$ cat config.mk
export PLATFORM = sky130hd
export DESIGN_NAME = inst_fetch
export DESIGN_NICKNAME = d
export VERILOG_FILES = /design/src/rtl/inst_fetch.sv
export SDC_FILE = /design/constraint.sdc
export NUM_CORES = 1
export LEC_CHECK = 0
export CAP_MARGIN = 20
export CELL_PAD_IN_SITES_DETAIL_PLACEMENT = 0
export CELL_PAD_IN_SITES_GLOBAL_PLACEMENT = 1
export CORE_MARGIN = 1
export CORE_UTILIZATION = 35
export CTS_BUF_LIST = sky130_fd_sc_hd__clkbuf_4 sky130_fd_sc_hd__clkbuf_8
export DETAILED_ROUTE_END_ITERATION = 7
export HOLD_SLACK_MARGIN = 0.1
export PLACE_DENSITY = 0.89
export SYNTH_ARGS = -nofsm -noshare
export SYNTH_HDL_FRONTEND = slang
export SYNTH_SLANG_ARGS = --single-unit
$ cat constraint.sdc
create_clock -name clk -period 2.2 [get_ports clk]
set_clock_uncertainty 0.2 [all_clocks]
set_input_delay 0.44 -clock clk [delete_from_list [all_inputs] [get_ports clk]]
set_output_delay 0.44 -clock clk [all_outputs]
set_load 0.01 [all_outputs]
$ cat src/rtl/inst_fetch.sv
// Instruction fetch stage: assembles a 32-bit little-endian instruction from
// four byte reads and presents it to the IF/ID register together with its PC.
module inst_fetch #(
  parameter logic [31:0] RESET_PC = 32'h0000_0000
) (
  input  logic        clk,
  input  logic        rst,
  input  logic [5:0]  stall,
  input  logic        branch_flag_i,
  input  logic [31:0] branch_target_addr_i,
  output logic        mem_req_o,
  output logic [31:0] mem_addr_o,
  input  logic        mem_ready_i,
  input  logic [7:0]  mem_data_i,
  output logic [31:0] if_pc,
  output logic [31:0] if_inst,
  output logic        stallreq_o
);

  typedef enum logic [1:0] {
    S_IDLE,
    S_FETCH,
    S_HOLD
  } state_t;

  state_t      state, state_nxt;
  logic [31:0] pc, pc_nxt;
  logic [1:0]  cnt, cnt_nxt;
  logic [23:0] buffer, buffer_nxt;
  logic [31:0] if_pc_nxt, if_inst_nxt;

  // Next-state and memory-request outputs; a redirect overrides everything.
  always_comb begin
    state_nxt   = state;
    pc_nxt      = pc;
    cnt_nxt     = cnt;
    buffer_nxt  = buffer;
    if_pc_nxt   = if_pc;
    if_inst_nxt = if_inst;
    mem_req_o   = 1'b0;
    mem_addr_o  = '0;
    stallreq_o  = 1'b0;

    if (state == S_FETCH) begin
      mem_req_o  = 1'b1;
      mem_addr_o = pc + {30'b0, cnt};
      stallreq_o = 1'b1;
    end

    if (branch_flag_i) begin
      // Any byte returned this cycle belongs to the abandoned stream.
      state_nxt   = S_FETCH;
      pc_nxt      = {branch_target_addr_i[31:2], 2'b00};
      cnt_nxt     = '0;
      buffer_nxt  = '0;
      if_pc_nxt   = '0;
      if_inst_nxt = '0;
    end else begin
      case (state)
        S_IDLE: begin
          state_nxt = S_FETCH;
          cnt_nxt   = '0;
        end
        S_FETCH: begin
          if (mem_ready_i) begin
            case (cnt)
              2'd0: begin
                buffer_nxt[7:0] = mem_data_i;
                cnt_nxt         = 2'd1;
              end
              2'd1: begin
                buffer_nxt[15:8] = mem_data_i;
                cnt_nxt          = 2'd2;
              end
              2'd2: begin
                buffer_nxt[23:16] = mem_data_i;
                cnt_nxt           = 2'd3;
              end
              default: begin
                if_inst_nxt = {mem_data_i, buffer};
                if_pc_nxt   = pc;
                state_nxt   = S_HOLD;
              end
            endcase
          end
        end
        S_HOLD: begin
          if (!stall[0]) begin
            pc_nxt      = pc + 32'd4;
            cnt_nxt     = '0;
            buffer_nxt  = '0;
            if_pc_nxt   = '0;
            if_inst_nxt = '0;
            state_nxt   = S_FETCH;
          end
        end
        default: state_nxt = S_IDLE;
      endcase
    end
  end

  // State, PC, byte counter, partial buffer and delivered instruction.
  always_ff @(posedge clk or negedge rst) begin
    if (!rst) begin
      state   <= S_IDLE;
      pc      <= RESET_PC;
      cnt     <= '0;
      buffer  <= '0;
      if_pc   <= '0;
      if_inst <= '0;
    end else begin
      state   <= state_nxt;
      pc      <= pc_nxt;
      cnt     <= cnt_nxt;
      buffer  <= buffer_nxt;
      if_pc   <= if_pc_nxt;
      if_inst <= if_inst_nxt;
    end
  end

endmodule

## Word level (Yosys, flattened, before mapping)

Cells that the tools add are included.

- Register bits: 124
- Word-level logic and storage cells: 66
- Output and inout bits: 98
- Input bits: 50

- Equal/unequal tests: 12
- Reductions and logical operators: 13
- Mux-type cells: 31
- $add $sub $neg: 2

Operators with widths:

| kind | number |
|---|---|
| 32-bit 2-to-1 mux | 11 |
| 32-bit case mux with 2 select lines | 2 |
| 24-bit 2-to-1 mux | 3 |
| 24-bit case mux with 2 select lines | 1 |
| 32-bit by 2-bit adder with 32-bit output | 1 |
| 32-bit by 3-bit adder with 32-bit output (second input constant) | 1 |
| 8-bit 2-to-1 mux | 3 |
| 4-bit AND reduction | 5 |
| 2-bit case mux with 3 select lines | 3 |
| 2-bit 2-to-1 mux | 7 |
| 3-bit by 2-bit != test with 1-bit output (second input constant) | 3 |
| 3-bit != test (second input constant) | 3 |
| 5-bit by 2-bit != test with 1-bit output (second input constant) | 1 |
| 2-bit by 1-bit == test with 1-bit output (second input constant) | 2 |
| 2-bit == test (second input constant) | 2 |
| 2-bit zero test | 2 |
| 4-bit nonzero test | 1 |
| 3-bit AND reduction | 1 |
| 3-bit nonzero test | 1 |
| 3-bit OR reduction | 1 |
| 2-bit by 1-bit != test with 1-bit output (second input constant) | 1 |
| 2-bit AND reduction | 1 |
| 2-bit nonzero test | 1 |
| 1-bit 2-to-1 mux | 1 |

## Logic depth before layout (Yosys ltp)

Gate-level depths: netlist (run 1).

- Depth in word-level cells: 6
- Depth in mapped cells: 7
- Depth with buffers taken out: 5

## Least setup slack after synthesis (run 1)

OpenSTA, ideal clock, no wires.

- Path type: input to register
- Start point: input stall[0]
- End point: register pc[19]
- Setup slack: -0.156 ns
- Arrival: 2.074 ns
- Setup time: 0.082 ns
- Buffers on the path: 1
- Data required time: 1.918 ns
- Cell stages on the path: 5
- Cells stage by stage: or3b_4 > or4_1 > buf_2 > or4_1 > a31oi_1

- Longest elaborated chain between the ends: 2

Ends and longest elaborated chain:

| element | line | source |
|---|---|---|
| from (decl) | 8 | `input logic [5:0] stall,` |
| 2-bit by 1-bit != test with 1-bit output (no line) | n/a |  |
| 2-bit AND reduction (no line) | n/a |  |
| to (signal assigned) | 113 | `pc <= pc_nxt;` |
| to (decl) | 27 | `logic [31:0] pc, pc_nxt;` |

Every way passes these cells.
A chain may end at the register's enable or synchronous reset.

## Worst setup path after layout (run 1)

- Start point: register state[1]
- End point: register pc[13]

- Longest elaborated chain between the ends: 3

Ends and longest elaborated chain:

| element | line | source |
|---|---|---|
| from (decl) | 26 | `state_t state, state_nxt;` |
| from (signal assigned) | 112 | `state <= state_nxt;` |
| 2-bit == test | 59 | `case (state)` |
| 2-bit nonzero test (no line) | n/a |  |
| 2-bit AND reduction (no line) | n/a |  |

Every way passes these cells.

==> results of run 1 <==
worst max-delay path by stage:
stage,startpoint,end,slack (ns)
2_1_floorplan,stall[0],pc[19],-0.13
3_5_place_dp,stall[0],pc[13],-0.64
5_1_grt,state[1],pc[13],-0.29
6_report,state[1],pc[13],-0.24
3_3_place_gp,stall[0],pc[13],-0.59
4_1_cts,state[1],pc[13],-0.22
layer usage:
| metal | vias up | part of all wire | GRT usage |
|---|---|---|---|
| met5 | - | 0 | 0 |
| met4 | 0 | 0.018 | 0.0713 |
| met1 | 2615 | 0.41 | 0.270 |
| met3 | 25 | 0.072 | 0.0574 |
| met2 | 244 | 0.50 | 0.378 |
| li1 | 2354 | - | - |
state kept, by name (all words and copies together), names as in the netlist:
signal	flops
pc	30
if_inst	32
if_pc	31
buffer	24
cnt	2
state	2
cell type report:
class,count,area (um2)
fill,1294,6600
clock buffer,23,304
inverter,12,47.5
clock inverter,8,118
sequential,121,3030
multi-input combinational,368,2700
tap,211,264
timing repair buffer,231,2370
repair_timing:
item                                   in CTS  in global routing
buffers inserted                           12                 12
resized for setup                         211                 94
setup endpoints to repair                  73                 77
pin swaps                                  27                 50
hold buffers                                1                  0
cloned                                      3                  3
endpoints found under the hold margin      38                  0
logic make-up (layout without fill, tap and decap cells):
family | count (synthesis) | count (layout) | share of synthesized area
compound gates | 115 | 115 | 0.137
fa+ha+maj | 5 | 5 | 0.0111
buf+inv | 53 | 274 | 0.0417
xor+xnor | 8 | 8 | 0.0125
simple gates | 206 | 207 | 0.192
flops | 121 | 121 | 0.540
mux | 33 | 33 | 0.0660
synthesized netlist by cell type, types with 3 or more instances:
cell type,number,share of area
a22o_1,30,0.047
inv_1,10,0.0067
buf_4,4,0.0054
mux2_2,27,0.054
buf_2,6,0.0054
clkbuf_1,29,0.019
and3_1,4,0.0045
nand2_1,73,0.049
o211ai_1,6,0.0080
or4_1,23,0.031
dfrtp_1,121,0.54
mux2_1,5,0.010
a31oi_1,18,0.020
nor3_1,12,0.011
o31ai_1,11,0.015
or3_1,4,0.0045
a21oi_1,4,0.0036
and2_1,34,0.038
nand4_1,8,0.0089
ha_1,5,0.011
nor2_1,16,0.011
nor2b_1,3,0.0033
o21ai_0,41,0.037
nand3_1,18,0.016
xnor2_1,6,0.0094
worst register-to-register path, delay by kind of cell, from the launching register on:
family	cells	cell delay (ns)
buf+inv	2	0.28
simple gates	4	1.47
flops	1	0.41
per-stage QoR:
stage	setup TNS [ns]	setup slack [ns]	util
floorplan	-0.616	-0.131	-
global placement	-24.47	-0.586	0.499
detailed placement	-29.87	-0.638	0.499
CTS	-4.93	-0.223	0.545
global route	-9.07	-0.294	0.572
finish	-4.23	-0.240	0.572
power by group through the flow:
stage          sequential [W]  combinational, W  clock [W]
3_5_place_dp          0.00269           0.00162          0
5_1_grt               0.00269           0.00206    0.00228
3_3_place_gp          0.00268           0.00157          0
2_1_floorplan         0.00270          0.000666          0
4_1_cts               0.00265           0.00176    0.00216
6_report              0.00266           0.00192    0.00214
==> impl_results.md, run 1 <==
- Fmax: 0.410 GHz
- Clk root buf: clkbuf_8
- Total CTS buffers: 17
- Maximum vdd drop: 0.500 mV
- Min-Delay Path Class: flip-flop to flip-flop
- Post-synth EDFFs: 0
- Worst r2r dst: pc[13]
- First-pass GRT wire length: 27.8 mm
- Stages on worst setup path: 6
- Hold Startpoint: if_inst[20]
- Total Wirelength: 18.1 mm
- Nets: 806
- Most frequent cells in the layout: dfrtp_1, clkdlybuf4s50_1, nand2_1
- Pwr per Cell Area: 761 nW/um2
- CP Buf/Inv Count: 2
- Vias: 5238
- Layout cells sized above 1: 0.345
- Detail Placement HPWL: 11.9 mm
- Rows: 45
- Core area: 15400 um2
- Switching share of power: 0.290
- Initial antenna violation count: 0
- Final setup violation count: 43
- Syn nets: 596
- # diodes: 0
- Die area: 16500 um2
- Die X: 129 um
- Port-buffer cells: 140
- Post-synth ARST share: 1.00
- CP arrival: 2.63 ns
- Initial DRC count: 370
- # IOs: 148
- Synth cell types: 43
- Largest net degree at the start of global routing: 43
- Mean area per synthesized cell: 10.4 um2
- Leakage Power: 3.86 nW
- Final ANT Viol Nets: 0
- Grt total ovfl: 0
- Hold depth: 2
- DP Area: 7690 um2
- Drt drc: 0
- Combinational Power Share: 0.286
- Sequential Power Share: 0.396
- Clock sinks: 121
- Reg-to-reg slack, setup: -0.24 ns
- Ys flop type: dfrtp_1
- Final worst slack: -0.240 ns
- Clock Latency Late Sink: 0.45 ns
- Reg clk slew, reported paths: 0.08 ns
- CP Class: flip-flop to flip-flop
- Final period util: 1.11
- Routability Congestion: 0.856
- Syn Inst Count: 541
- Synth Register Bits: 121
- Least-Margin Pin Slew: 0.522 ns
- Failing checks: setup timing
- NetSw: 0.00195 W
- CP Capture Type: flip-flop
- Starting Density: 0.364
- Finished Cell Area: 8830 um2
- Worst endpoint required time: 2.39 ns
- Reg2reg start: state[1]
- Fin Hold WS: 0.283 ns
- Cell Int Power: 0.00478 W
- Register area share after synthesis: 0.540
- Via/cell ratio: 5.38
- Reg2Reg Depth: 6
- CP Cell Sequence: buf_6 -> or3b_4 -> or4_4 -> buf_6 -> or4_4 -> nand3_2
- Vias in the first global route: 5282
- CTS max path bufs: 2
- Clk pwr share: 0.318
- Initial DRT Pass Iterations: 4
- CP max stage delay: 0.58 ns
- Max Cap Viol: 0
- Slowest-stage cell, CP: or4_4
- Status: finished with violations
- Warnings, synthesis: 0
- Crit start category: flip-flop
- Final period demand of the worst path: 2.44 ns
- Routed len/inst: 18.6 um
- Die Y: 129 um
- Filler-free cell count of the finished design: 974
- Hold Vio Cnt, Final: 0
- Max Slew Vio Count: 0
- RSZ-0062 raised after global routing: true
- Mapped Area: 5610 um2
- Post-layout power: 0.00672 W
- CTS tree: built
- Hold path endpoint: if_inst[20]
- H-Tree Depth: 4
- Syn-to-layout area delta: 57.3%
- Worst rel slew slack: 0.652
- Cell family with most CP delay: simple AND/OR/NAND/NOR gates
- Placed cell count: 915
- GR Util All Layers: 0.220
- Crit-path max FO: 6
- Most common cell after layout, fill and taps aside: dfrtp_1
No activity file was read; power rests on OpenSTA's default activity.
==> run 2, diff against run 1 <==
--- a/config.mk
+++ b/config.mk
@@ -14,6 +14,7 @@
 export DETAILED_ROUTE_END_ITERATION = 7
 export HOLD_SLACK_MARGIN = 0.1
 export PLACE_DENSITY = 0.89
+export REMOVE_ABC_BUFFERS = 1
 export SYNTH_ARGS = -nofsm -noshare
 export SYNTH_HDL_FRONTEND = slang
 export SYNTH_SLANG_ARGS = --single-unit
==> impl_results.md, run 2 (same netlist as run 1, synthesis figures left out) <==
- CP arrival: 2.62 ns (was 2.63 ns)
- CTS tree: built (unchanged)
- Syn-to-layout area delta: 56.9% (was 57.3%)
- Status: finished with violations (unchanged)
- Least-Margin Pin Slew: 0.604 ns (was 0.522 ns)
- Final period util: 1.12 (was 1.11)
- Hold Startpoint: if_inst[23] (was if_inst[20])
- Largest net degree at the start of global routing: 42 (was 43)
- Final ANT Viol Nets: 0 (unchanged)
- Fmax: 0.408 GHz (was 0.410 GHz)
- CP Buf/Inv Count: 1 (was 2)
- Detail Placement HPWL: 11.5 mm (was 11.9 mm)
- Maximum vdd drop: 0.447 mV (was 0.500 mV)
- Max FFs per register: 32 (unchanged)
- Slowest-stage cell, CP: or4_4 (unchanged)
- Leakage Power: 3.88 nW (was 3.86 nW)
- Reg-to-reg slack, setup: -0.25 ns (was -0.24 ns)
- Max Cap Viol: 0 (unchanged)
- Hold Vio Cnt, Final: 0 (unchanged)
- Routed len/inst: 17.9 um (was 18.6 um)
- # diodes: 0 (unchanged)
- Final worst slack: -0.254 ns (was -0.240 ns)
- Reg2Reg Depth: 5 (was 6)
- Post-layout power: 0.00640 W (was 0.00672 W)
- Vias: 5226 (was 5238)
- Hold depth: 2 (unchanged)
- Via/cell ratio: 5.31 (was 5.38)
- Total Wirelength: 17.6 mm (was 18.1 mm)
- Port-buffer cells: 140 (unchanged)
- Crit-path max FO: 5 (was 6)
- Starting Density: 0.364 (unchanged)
- Failing checks: setup timing (unchanged)
- Most common cell after layout, fill and taps aside: dfrtp_1 (unchanged)
- Routability Congestion: 0.794 (was 0.856)
- Biggest register: if_inst (unchanged)
- Total CTS buffers: 17 (unchanged)
- GR Util All Layers: 0.218 (was 0.220)
- Initial antenna violation count: 0 (unchanged)
- Drt drc: 0 (unchanged)
- CP Cell Sequence: or3b_4 -> or4_4 -> buf_6 -> or4_4 -> a31oi_4 (was buf_6 -> or3b_4 -> or4_4 -> buf_6 -> or4_4 -> nand3_2)
- Worst endpoint required time: 2.37 ns (was 2.39 ns)
- Rows: 45 (unchanged)
- RSZ-0062 raised after global routing: true (unchanged)
- CTS max path bufs: 2 (unchanged)
- Cell family with most CP delay: simple AND/OR/NAND/NOR gates (unchanged)
- Clk root buf: clkbuf_8 (unchanged)
- Die X: 129 um (unchanged)
- Most frequent cells in the layout: dfrtp_1, clkdlybuf4s50_1, nand2_1 (unchanged)
- Crit start category: flip-flop (unchanged)
- Met2 Usage GRT: 0.374 (was 0.378)
- Hold path endpoint: if_inst[23] (was if_inst[20])
- Final setup violation count: 41 (was 43)
- Max Slew Vio Count: 0 (unchanged)
- Die Y: 129 um (unchanged)
- CP max stage delay: 0.56 ns (was 0.58 ns)
- Initial DRC count: 262 (was 370)
- Stages on worst setup path: 5 (was 6)
- Routing usage on met1: 0.257 (was 0.270)
- Initial DRT Pass Iterations: 5 (was 4)
- Worst rel slew slack: 0.597 (was 0.652)
- Die area: 16500 um2 (unchanged)
- Pwr per Cell Area: 726 nW/um2 (was 761 nW/um2)
- Worst r2r dst: pc[29] (was pc[13])
- Grt total ovfl: 0 (unchanged)
- Clock Latency Late Sink: 0.44 ns (was 0.45 ns)
- Clock sinks: 121 (unchanged)
- Vias in the first global route: 5487 (was 5282)
- Final period demand of the worst path: 2.45 ns (was 2.44 ns)
- Fin util: 0.571 (was 0.572)
- First-pass GRT wire length: 27.6 mm (was 27.8 mm)
- Met3 usage: 0.0507 (was 0.0574)
- Crit path top cell by count: or4_4
- # IOs: 148 (unchanged)
- Finished Cell Area: 8810 um2 (was 8830 um2)
- Reg2reg start: state[0] (was state[1])
- Reg clk slew, reported paths: 0.07 ns (was 0.08 ns)
- H-Tree Depth: 4 (unchanged)
- Layout cells sized above 1: 0.336 (was 0.345)
- Min-Delay Path Class: flip-flop to flip-flop (unchanged)
- DP Area: 7680 um2 (was 7690 um2)
- CP Capture Type: flip-flop (unchanged)
- Largest regs: if_inst (32), if_pc (31), pc (30) (unchanged)
- CP Class: flip-flop to flip-flop (unchanged)
- Core area: 15400 um2 (unchanged)
- Nets: 818 (was 806)
- Layer carrying the most global-route usage: met2 (unchanged)
## run 2: how the worst max path moves through the flow
stage	from	end	slack, ns
2_1_floorplan	state[1]	if_inst[24]	-4.24
3_3_place_gp	stall[0]	pc[19]	-0.66
3_5_place_dp	stall[0]	pc[29]	-0.77
4_1_cts	state[0]	pc[25]	-0.25
5_1_grt	state[0]	mem_addr_o[20]	-0.28
6_report	state[0]	pc[29]	-0.25
## run 2: through the flow
step	std cells	hold slack, ns	setup WS, ns	TNS [ns]
final	985	0.284	-0.254	-4.84
after global routing	985	0.316	-0.279	-7.03
after CTS	979	0.290	-0.249	-5.42
after detailed placement	919	0.275	-0.772	-36.09
after global placement	919	0.271	-0.660	-31.02
after floorplan	500	-0.0556	-4.24	-279.80
## run 2: cell type report
class	instances	area [um2]
Fill cell	1324	6620
Inverter	12	46.3
Clock inverter	7	70.1
Multi-Input combinational cell	367	2640
Timing Repair Buffer	244	2460
Sequential cell	121	3030
Tap cell	211	264
Clock buffer	23	298
## run 2: repair_timing
item / CTS / global route
endpoints found under the hold margin: 36 / 0
buffers inserted: 24 / 9
endpoints found under the setup margin: 75 / 92
pin swaps: 30 / 27
gates resized for setup: 241 / 40
gates cloned: 5 / 2
hold buffers: 1 / 0
## run 2: where the power goes
| group | switching [W] | total, W | internal [W] |
|---|---|---|---|
| Sequential | 0.000168 | 0.00264 | 0.00247 |
| Clock | 0.000861 | 0.00187 | 0.00100 |
| Combinational | 0.000861 | 0.00189 | 0.00103 |
| Total | 0.00189 | 0.00640 | 0.00451 |
## run 2: metal layers
layer	wire (um)	part of all wire
met2	8760	0.50
met4	452	0.026
met5	0	0
met1	7440	0.42
met3	979	0.056
## run 2: worst reg2reg max path: stages (launching register included)
cell	delay (ns)
dfrtp_1	0.39
or3b_4	0.39
or4_4	0.56
buf_6	0.16
or4_4	0.50
a31oi_4	0.19
==> run 3, diff against run 2 <==
--- a/config.mk
+++ b/config.mk
@@ -12,9 +12,11 @@
 export CORE_UTILIZATION = 35
 export CTS_BUF_LIST = sky130_fd_sc_hd__clkbuf_4 sky130_fd_sc_hd__clkbuf_8
 export DETAILED_ROUTE_END_ITERATION = 7
+export GPL_TIMING_DRIVEN = 1
 export HOLD_SLACK_MARGIN = 0.1
 export PLACE_DENSITY = 0.89
 export REMOVE_ABC_BUFFERS = 1
 export SYNTH_ARGS = -nofsm -noshare
 export SYNTH_HDL_FRONTEND = slang
 export SYNTH_SLANG_ARGS = --single-unit
+export TNS_END_PERCENT = 100
==> results of run 3 <==
No change in the layout: final DEF, timing and power equal those of run 2.
